### config.mk
export PLATFORM = sky130hd
export DESIGN_NAME = wspr_cfg_loader_flat
export DESIGN_NICKNAME = d
export VERILOG_FILES = /design/src/rtl/wspr_cfg_loader_if.sv /design/src/rtl/wspr_cfg_loader.sv /design/src/flat_wrapper.sv
export SDC_FILE = /design/constraint.sdc
export NUM_CORES = 1
export LEC_CHECK = 0
export CORE_MARGIN = 10
export CORE_UTILIZATION = 53
export CTS_BUF_LIST = sky130_fd_sc_hd__clkbuf_4 sky130_fd_sc_hd__clkbuf_8 sky130_fd_sc_hd__clkbuf_16
export DETAILED_ROUTE_END_ITERATION = 8
export GPL_ROUTABILITY_DRIVEN = 0
export PLACE_DENSITY = 0.95
export SYNTH_ARGS = -nofsm -noshare
export SYNTH_HDL_FRONTEND = slang
export SYNTH_SLANG_ARGS = --single-unit
### constraint.sdc
create_clock -name clk -period 4.5 [get_ports clk]
set_input_delay 1.35 -clock clk [delete_from_list [all_inputs] [get_ports clk]]
set_output_delay 1.35 -clock clk [all_outputs]
set_load 0.05 [all_outputs]
### src/rtl/wspr_cfg_loader_if.sv
// Host configuration bus for wspr_cfg_loader: async strobes, byte bus and frame status.
interface wspr_cfg_loader_if #(
  parameter int BYTE_W    = 8,
  parameter int NUM_BYTES = 8
);
  logic                            cfg_valid_async;
  logic                            cfg_start_async;
  logic                            rf_start_async;
  logic [BYTE_W-1:0]               cfg_data;
  logic [NUM_BYTES*BYTE_W-1:0]     cfg_word;
  logic                            cfg_ready;
  logic                            cfg_err;
  logic [$clog2(NUM_BYTES+2)-1:0]  byte_cnt;
  logic                            rf_start;

  modport master (
    output cfg_valid_async, cfg_start_async, rf_start_async, cfg_data,
    input  cfg_word, cfg_ready, cfg_err, byte_cnt, rf_start
  );

  modport slave (
    input  cfg_valid_async, cfg_start_async, rf_start_async, cfg_data,
    output cfg_word, cfg_ready, cfg_err, byte_cnt, rf_start
  );
endinterface

### src/rtl/wspr_cfg_loader.sv
// Synchronises async host strobes and assembles NUM_BYTES config bytes into cfg_word.
// Optional feature: define WSPR_CFG_LOADER_CHECKSUM_EN for a trailing XOR checksum byte.
module wspr_cfg_loader #(
  parameter int SYNC_STAGES = 3,
  parameter int BYTE_W      = 8,
  parameter int NUM_BYTES   = 8
) (
  input  logic             clk,
  input  logic             rst_n,
  wspr_cfg_loader_if.slave bus
);
  localparam int CNT_W = $clog2(NUM_BYTES+2);
  localparam logic [CNT_W-1:0] CNT_LAST = CNT_W'(NUM_BYTES-1);
  localparam logic [CNT_W-1:0] CNT_CSUM = CNT_W'(NUM_BYTES);
  localparam logic [CNT_W-1:0] CNT_SAT  = CNT_W'(NUM_BYTES+1);

  typedef enum logic [1:0] {IDLE, LOAD, DONE, ERR} state_t;

  logic [SYNC_STAGES-1:0]      valid_sync, start_sync, rf_sync, fill_sync;
  logic                        valid_prev, start_prev;
  logic                        filled, valid_s, start_s, valid_pls, start_pls;
  state_t                      state_q, state_d;
  logic [CNT_W-1:0]            cnt_q, cnt_d;
  logic [NUM_BYTES*BYTE_W-1:0] word_q;
  logic                        wr_en;
`ifdef WSPR_CFG_LOADER_CHECKSUM_EN
  logic [BYTE_W-1:0]           csum_q, csum_d;
`endif

  function automatic logic [CNT_W-1:0] cnt_inc(input logic [CNT_W-1:0] c);
    return (c >= CNT_SAT) ? CNT_SAT : c + CNT_W'(1);
  endfunction

  // Synchroniser and edge-detect stage. fill_sync marks when the chain output
  // holds a real post-reset sample; until then prev is forced high so an input
  // already asserted at reset release never looks like a rising edge.
  assign filled  = fill_sync[SYNC_STAGES-1];
  assign valid_s = valid_sync[SYNC_STAGES-1];
  assign start_s = start_sync[SYNC_STAGES-1];

  always_ff @(posedge clk or negedge rst_n) begin
    if (!rst_n) begin
      valid_sync <= '0;
      start_sync <= '0;
      rf_sync    <= '0;
      fill_sync  <= '0;
      valid_prev <= 1'b0;
      start_prev <= 1'b0;
    end else begin
      valid_sync <= {valid_sync[SYNC_STAGES-2:0], bus.cfg_valid_async};
      start_sync <= {start_sync[SYNC_STAGES-2:0], bus.cfg_start_async};
      rf_sync    <= {rf_sync[SYNC_STAGES-2:0], bus.rf_start_async};
      fill_sync  <= {fill_sync[SYNC_STAGES-2:0], 1'b1};
      valid_prev <= valid_s | ~filled;
      start_prev <= start_s | ~filled;
    end
  end

  assign valid_pls = filled & valid_s & ~valid_prev;
  assign start_pls = filled & start_s & ~start_prev;

  // Frame FSM stage: start pre-empts everything, including a coincident byte.
  always_comb begin
    state_d = state_q;
    cnt_d   = cnt_q;
    wr_en   = 1'b0;
`ifdef WSPR_CFG_LOADER_CHECKSUM_EN
    csum_d  = csum_q;
`endif
    if (start_pls) begin
      state_d = LOAD;
      cnt_d   = '0;
`ifdef WSPR_CFG_LOADER_CHECKSUM_EN
      csum_d  = '0;
`endif
    end else if (valid_pls) begin
      case (state_q)
        LOAD: begin
          cnt_d = cnt_inc(cnt_q);
`ifdef WSPR_CFG_LOADER_CHECKSUM_EN
          if (cnt_q == CNT_CSUM) begin
            state_d = (bus.cfg_data == csum_q) ? DONE : ERR;
          end else begin
            wr_en  = 1'b1;
            csum_d = csum_q ^ bus.cfg_data;
          end
`else
          wr_en = 1'b1;
          if (cnt_q == CNT_LAST) state_d = DONE;
`endif
        end
        DONE: begin
          state_d = ERR;
          cnt_d   = CNT_SAT;
        end
        default: ;
      endcase
    end
  end

  always_ff @(posedge clk or negedge rst_n) begin
    if (!rst_n) begin
      state_q <= IDLE;
      cnt_q   <= '0;
      word_q  <= '0;
`ifdef WSPR_CFG_LOADER_CHECKSUM_EN
      csum_q  <= '0;
`endif
    end else begin
      state_q <= state_d;
      cnt_q   <= cnt_d;
`ifdef WSPR_CFG_LOADER_CHECKSUM_EN
      csum_q  <= csum_d;
`endif
      for (int i = 0; i < NUM_BYTES; i++) begin
        if (wr_en && cnt_q == CNT_W'(i)) word_q[i*BYTE_W +: BYTE_W] <= bus.cfg_data;
      end
    end
  end

  assign bus.cfg_word  = word_q;
  assign bus.cfg_ready = (state_q == DONE);
  assign bus.cfg_err   = (state_q == ERR);
  assign bus.byte_cnt  = cnt_q;
  assign bus.rf_start  = rf_sync[SYNC_STAGES-1];

endmodule

### src/flat_wrapper.sv
// flat-port wrapper written by rule: the top's interface ports become plain ports
module wspr_cfg_loader_flat 
#(
  parameter int SYNC_STAGES = 3,
  parameter int BYTE_W      = 8,
  parameter int NUM_BYTES   = 8
)
  (clk, rst_n, bus_cfg_valid_async, bus_cfg_start_async, bus_rf_start_async, bus_cfg_data, bus_cfg_word, bus_cfg_ready, bus_cfg_err, bus_byte_cnt, bus_rf_start);
  wspr_cfg_loader_if #(.BYTE_W(BYTE_W), .NUM_BYTES(NUM_BYTES)) bus_i ();
  input  logic clk;
  input  logic rst_n;
  input wire logic [$bits(bus_i.cfg_valid_async)-1:0] bus_cfg_valid_async;
  input wire logic [$bits(bus_i.cfg_start_async)-1:0] bus_cfg_start_async;
  input wire logic [$bits(bus_i.rf_start_async)-1:0] bus_rf_start_async;
  input wire logic [$bits(bus_i.cfg_data)-1:0] bus_cfg_data;
  output wire logic [$bits(bus_i.cfg_word)-1:0] bus_cfg_word;
  output wire logic [$bits(bus_i.cfg_ready)-1:0] bus_cfg_ready;
  output wire logic [$bits(bus_i.cfg_err)-1:0] bus_cfg_err;
  output wire logic [$bits(bus_i.byte_cnt)-1:0] bus_byte_cnt;
  output wire logic [$bits(bus_i.rf_start)-1:0] bus_rf_start;
  assign bus_i.cfg_valid_async = bus_cfg_valid_async;
  assign bus_i.cfg_start_async = bus_cfg_start_async;
  assign bus_i.rf_start_async = bus_rf_start_async;
  assign bus_i.cfg_data = bus_cfg_data;
  assign bus_cfg_word = bus_i.cfg_word;
  assign bus_cfg_ready = bus_i.cfg_ready;
  assign bus_cfg_err = bus_i.cfg_err;
  assign bus_byte_cnt = bus_i.byte_cnt;
  assign bus_rf_start = bus_i.rf_start;
  wspr_cfg_loader #(.SYNC_STAGES(SYNC_STAGES), .BYTE_W(BYTE_W), .NUM_BYTES(NUM_BYTES)) u_core (.clk(clk), .rst_n(rst_n), .bus(bus_i));
endmodule
Yosys cells after proc, flatten, opt, wreduce, memory -nomap -nowiden
Index checks and enable logic that the tools add are counted.

storage, ports and cells
  flip-flop bits (word level) = 84

operators by class
  add/subtract/negate cells = 1
  magnitude comparators = 1
  equality and inequality tests = 11
  multiplexer cells = 11
  bitwise logic cells = 9
  reductions and logical operators = 13

operators with widths
  kind                 number
  $eq 4x3->1 const B   4
  $mux 4               3
  $eq 4x2->1 const B   2
  $logic_and 1x1->1    8
  $pmux 4 s2           1
  $mux 2               3
  $add 4x1->4 const B  1
  $and 1x1->1          4
  $eq 2x2->1 const B   2
  $eq 4x1->1 const B   1
  $ge 4x4->1 const B   1
  $logic_not 4->1      1
  $pmux 2 s2           1
  $mux 1               3
  $ne 3x1->1 const B   1
  $not 1->1            3
  $reduce_and 3->1     1
  $reduce_bool 3->1    1
  $eq 2x1->1 const B   1
  $or 1x1->1           2
  $reduce_and 2->1     1
  $reduce_bool 2->1    1

Longest topological paths before layout
  depth in word-level cells = 5
  gate-level depth with buffers = 5

Worst setup path after synthesis
Ideal clock, no wire load.

  kind = reg-to-output
  start = register u_core.state_q[1]
  end = output bus_cfg_ready
  arrival time = 1,343 ps
  required time = 3,150 ps
  setup slack = 1,807 ps
  stages on the path, launching flop included = 3
  buffers on the path = 1
  cell sequence = dfrtp_1 -> buf_2 -> nor2b_1

on the way
  word-level cells in the longest chain between the ends = 1

RTL lines
  element                 line                    source
  from (decl)             wspr_cfg_loader.sv:22   state_t state_q, state_d;
  from (signal assigned)  wspr_cfg_loader.sv:110  state_q <= state_d;
  $eq 2x2->1              wspr_cfg_loader.sv:122  assign bus.cfg_ready = (state_q == DONE);
  to (decl)               flat_wrapper.sv:17      output wire logic [$bits(bus_i.cfg_ready)-1:0] bus_cfg_ready;

Every way passes these cells.

Final worst setup path
Ends and elaborated chain as after synthesis.

==> flow_summary.yaml <==
outcome:
  outcome: "completed"
synth:
  synth-edff-count: 0
  synth_top_flop_cell: "dfrtp_1"
  synthesis.nets: 231
  synth_area_sq_um: 3377
  synth_cell_types: 35
  ys_seq_elements: 84
  syn-instance-count: 213
  postSynthAreaPerCell_sq_um: 15.85
  async_flop_share_pct: 100.0
  seq_area_frac_synth_pct: 62.25
  yosys_warnings: 0
drt:
  first_pass_iters: 4
  drt.antenna.violating_nets: 0
  first_iter_violations: 90
  num_vias: 2075
  wl_per_cell_microns: 20.43
  drc: 0
  routed_wl_mm: 7.805
  vias_per_cell: 5.432
cells_and_area:
  syn_to_final_growth_pct: 33.09
  fin_nets: 319
  final_cells: 382
  n_antenna_cell: 0
  drive_above_1_share_pct: 30.16
  stdcell_area_sq_um: 4494
sta:
  tns_ns: 0
  worstMarginPinSlew_ns: 1.014
  relSlewSlack_pct: 32.43
  hold_violations: 0
  rsz0062_at_grt: "no"
  fin_crit_sh_pct: 75.67
  fin_crit_ns: 3.405
  finalMaxSlewViolations: 0
  setup_viol: 0
  max_freq_ghz: 0.2937
  clock_skew_ns: 0.003980
placed_design:
  io_buffers: 83
  dp.cells: 367
  dp_hpwl_mm: 5.471
  placed_area_sq_um: 4275
setup_path:
  required_ns: 3.15
  reg2reg_depth: 4
  crit_end: "bus_cfg_ready"
  slowest_delay_ns: 0.84
  crit_chain: "nor2b_1, clkdlybuf4s50_1"
  crit_family: "buffers and inverters"
  crit_fanout: 12
  crit_buf_inv: 1
  critPathLaunch: "u_core.state_q[1]"
  worstSetupPathType: "reg2out"
  crit_slowest_cell: "clkdlybuf4s50_1"
  ff2ff_setup_slack_ns: 2.35
  end_kind: "output port"
  crit_cells: 2
  timing.rr.start: "u_core.bus.byte_cnt[0]"
  reg2reg_to: "u_core.bus.cfg_word[57]"
  cp-start-kind: "flip-flop"
  arrival_ns: 2.05
clock_tree:
  cts_tree: "built"
  post-cts-setup-buffers: 0
  cts_num_sinks: 84
  clkTransAtPathRegs_ns: 0.08
  clkLatencyLatePin_ns: 0.34
  ctsHoldBuffers: 0
  cts_max_level: 3
  cts_inserted_buffers: 9
  cts_max_path_buffers: 2
  ctsResizeCount: 0
  root_buffer: "clkbuf_8"
worst_hold_path:
  hp-class: "reg2reg"
  worstHoldStart: "u_core.fill_sync[1]"
global_route:
  first_global_vias: 2182
  grt_pass1_wl_mm: 12.00
  antenna_found_initial: 0
  grtUsageTotal_pct: 15.54
  overflow: 0
  grt_max_degree: 85
power:
  power_density_nw_per_um2: 443.8
  ir_worst_vdd_v: 0.0002982
  leakage_nw: 1.965
die:
  ios: 84
  die_w_microns: 99.82
  die-height_microns: 99.82
  start_util_pct: 53.80
  rows: 29
  coreArea_sq_um: 6277
  dieArea_sq_um: 9964
job:
  maxCapViolations: 0
==> layer usage <==
metal  part of all wire (%)  global-route usage (%)  up-vias
met5                      0                       0        -
met4                   0.81                   5.843        0
met3                    7.6                   6.387        4
met2                     50                   25.29       58
met1                     41                   17.95     1066
li1                       -                       -      947
==> metrics by stage <==
step	hold slack, ns	util, %	setup WS (ns)	power [mW]
2_1_floorplan	0.3312	-	1.807	1.223
3_3_place_gp	0.3325	68.11	1.509	1.416
3_5_place_dp	0.3347	68.11	1.465	1.428
4_1_cts	0.3558	71.60	1.085	2.017
5_1_grt	0.3604	71.60	1.008	2.072
6_report	0.3519	71.60	1.095	1.994
==> flip-flops by register name, summed over array words and instances, names as in the netlist <==
name and cells:
u_core.bus.cfg_word 64, u_core.fill_sync 3, u_core.start_sync 3, u_core.valid_sync 3
u_core.valid_prev 1, u_core.start_prev 1, u_core.rf_sync 3, u_core.state_q 2
u_core.bus.byte_cnt 4
==> worst min-delay path by stage <==
stage	endpoint	slack, ns	cells after the start
after global routing	u_core.start_sync[2]	0.36	0
after global placement	u_core.fill_sync[1]	0.33	0
final	u_core.fill_sync[2]	0.35	0
after CTS	u_core.rf_sync[2]	0.36	0
after floorplan	u_core.fill_sync[1]	0.33	0
after detailed placement	u_core.fill_sync[2]	0.33	0
==> power by group <==
group | total [mW] | switching, mW | internal, mW | leakage [nW]
clock network | 0.587 | 0.255 | 0.331 | 0.113
logic | 0.538 | 0.349 | 0.189 | 0.795
registers | 0.870 | 0.0429 | 0.827 | 1.06
==> logic make-up (layout without fill, tap and decap cells) <==
logic type | after synthesis | count (layout) | synth area share [%]
DFF | 84 | 84 | 62.25
adders and majority gates | 5 | 5 | 1.853
and+or+nand+nor | 35 | 35 | 9.671
buffers and inverters | 9 | 101 | 1.111
xor gates and xnor gates | 2 | 2 | 0.5188
muxes | 64 | 64 | 21.34
AOI/OAI and AO/OA | 13 | 13 | 3.150
other | 1 | 1 | 0.1110
==> cells in the final DEF (no fill, tap or decap), drive strengths merged <==
master,n
a2111oi,1
a211oi,4
a21o,1
a21oi,2
a221o,1
a31o,1
and2,1
and3,1
and3b,2
and4b,1
buf,1
bufinv,2
clkbuf,11
clkdlybuf4s50,82
clkinv,2
conb,1
dfrtp,84
ha,5
inv,3
mux2,64
nand2,2
nand2b,7
nand3b,2
nand4,1
nand4b,6
nor2,3
nor2b,3
nor4,4
o21a,1
o311ai,1
o41ai,1
or2,1
or3b,1
xnor2,1
xor2,1
==> synth_stat cells, drive strengths merged (2+ instances only) <==
| cell type | count | share of area [%] |
|---|---|---|
| a211oi | 4 | 0.89 |
| a21oi | 2 | 0.30 |
| and3b | 2 | 0.52 |
| buf | 2 | 0.30 |
| clkbuf | 4 | 0.48 |
| dfrtp | 84 | 62 |
| ha | 5 | 1.9 |
| inv | 3 | 0.33 |
| mux2 | 64 | 21 |
| nand2 | 2 | 0.22 |
| nand2b | 7 | 1.3 |
| nand3b | 2 | 0.44 |
| nand4b | 6 | 2.3 |
| nor2 | 3 | 0.33 |
| nor2b | 3 | 0.56 |
| nor4 | 4 | 2.5 |
==> cell type report <==
cell class,count,area (sq um)
Timing Repair Buffer,83,828.3
Multi-Input combinational cell,120,1237
Fill cell,439,1783
Inverter,3,11.26
Clock inverter,4,73.82
Tap cell,77,96.34
Clock buffer,11,145.1
Sequential cell,84,2102
(Power assumes the default switching activity.)
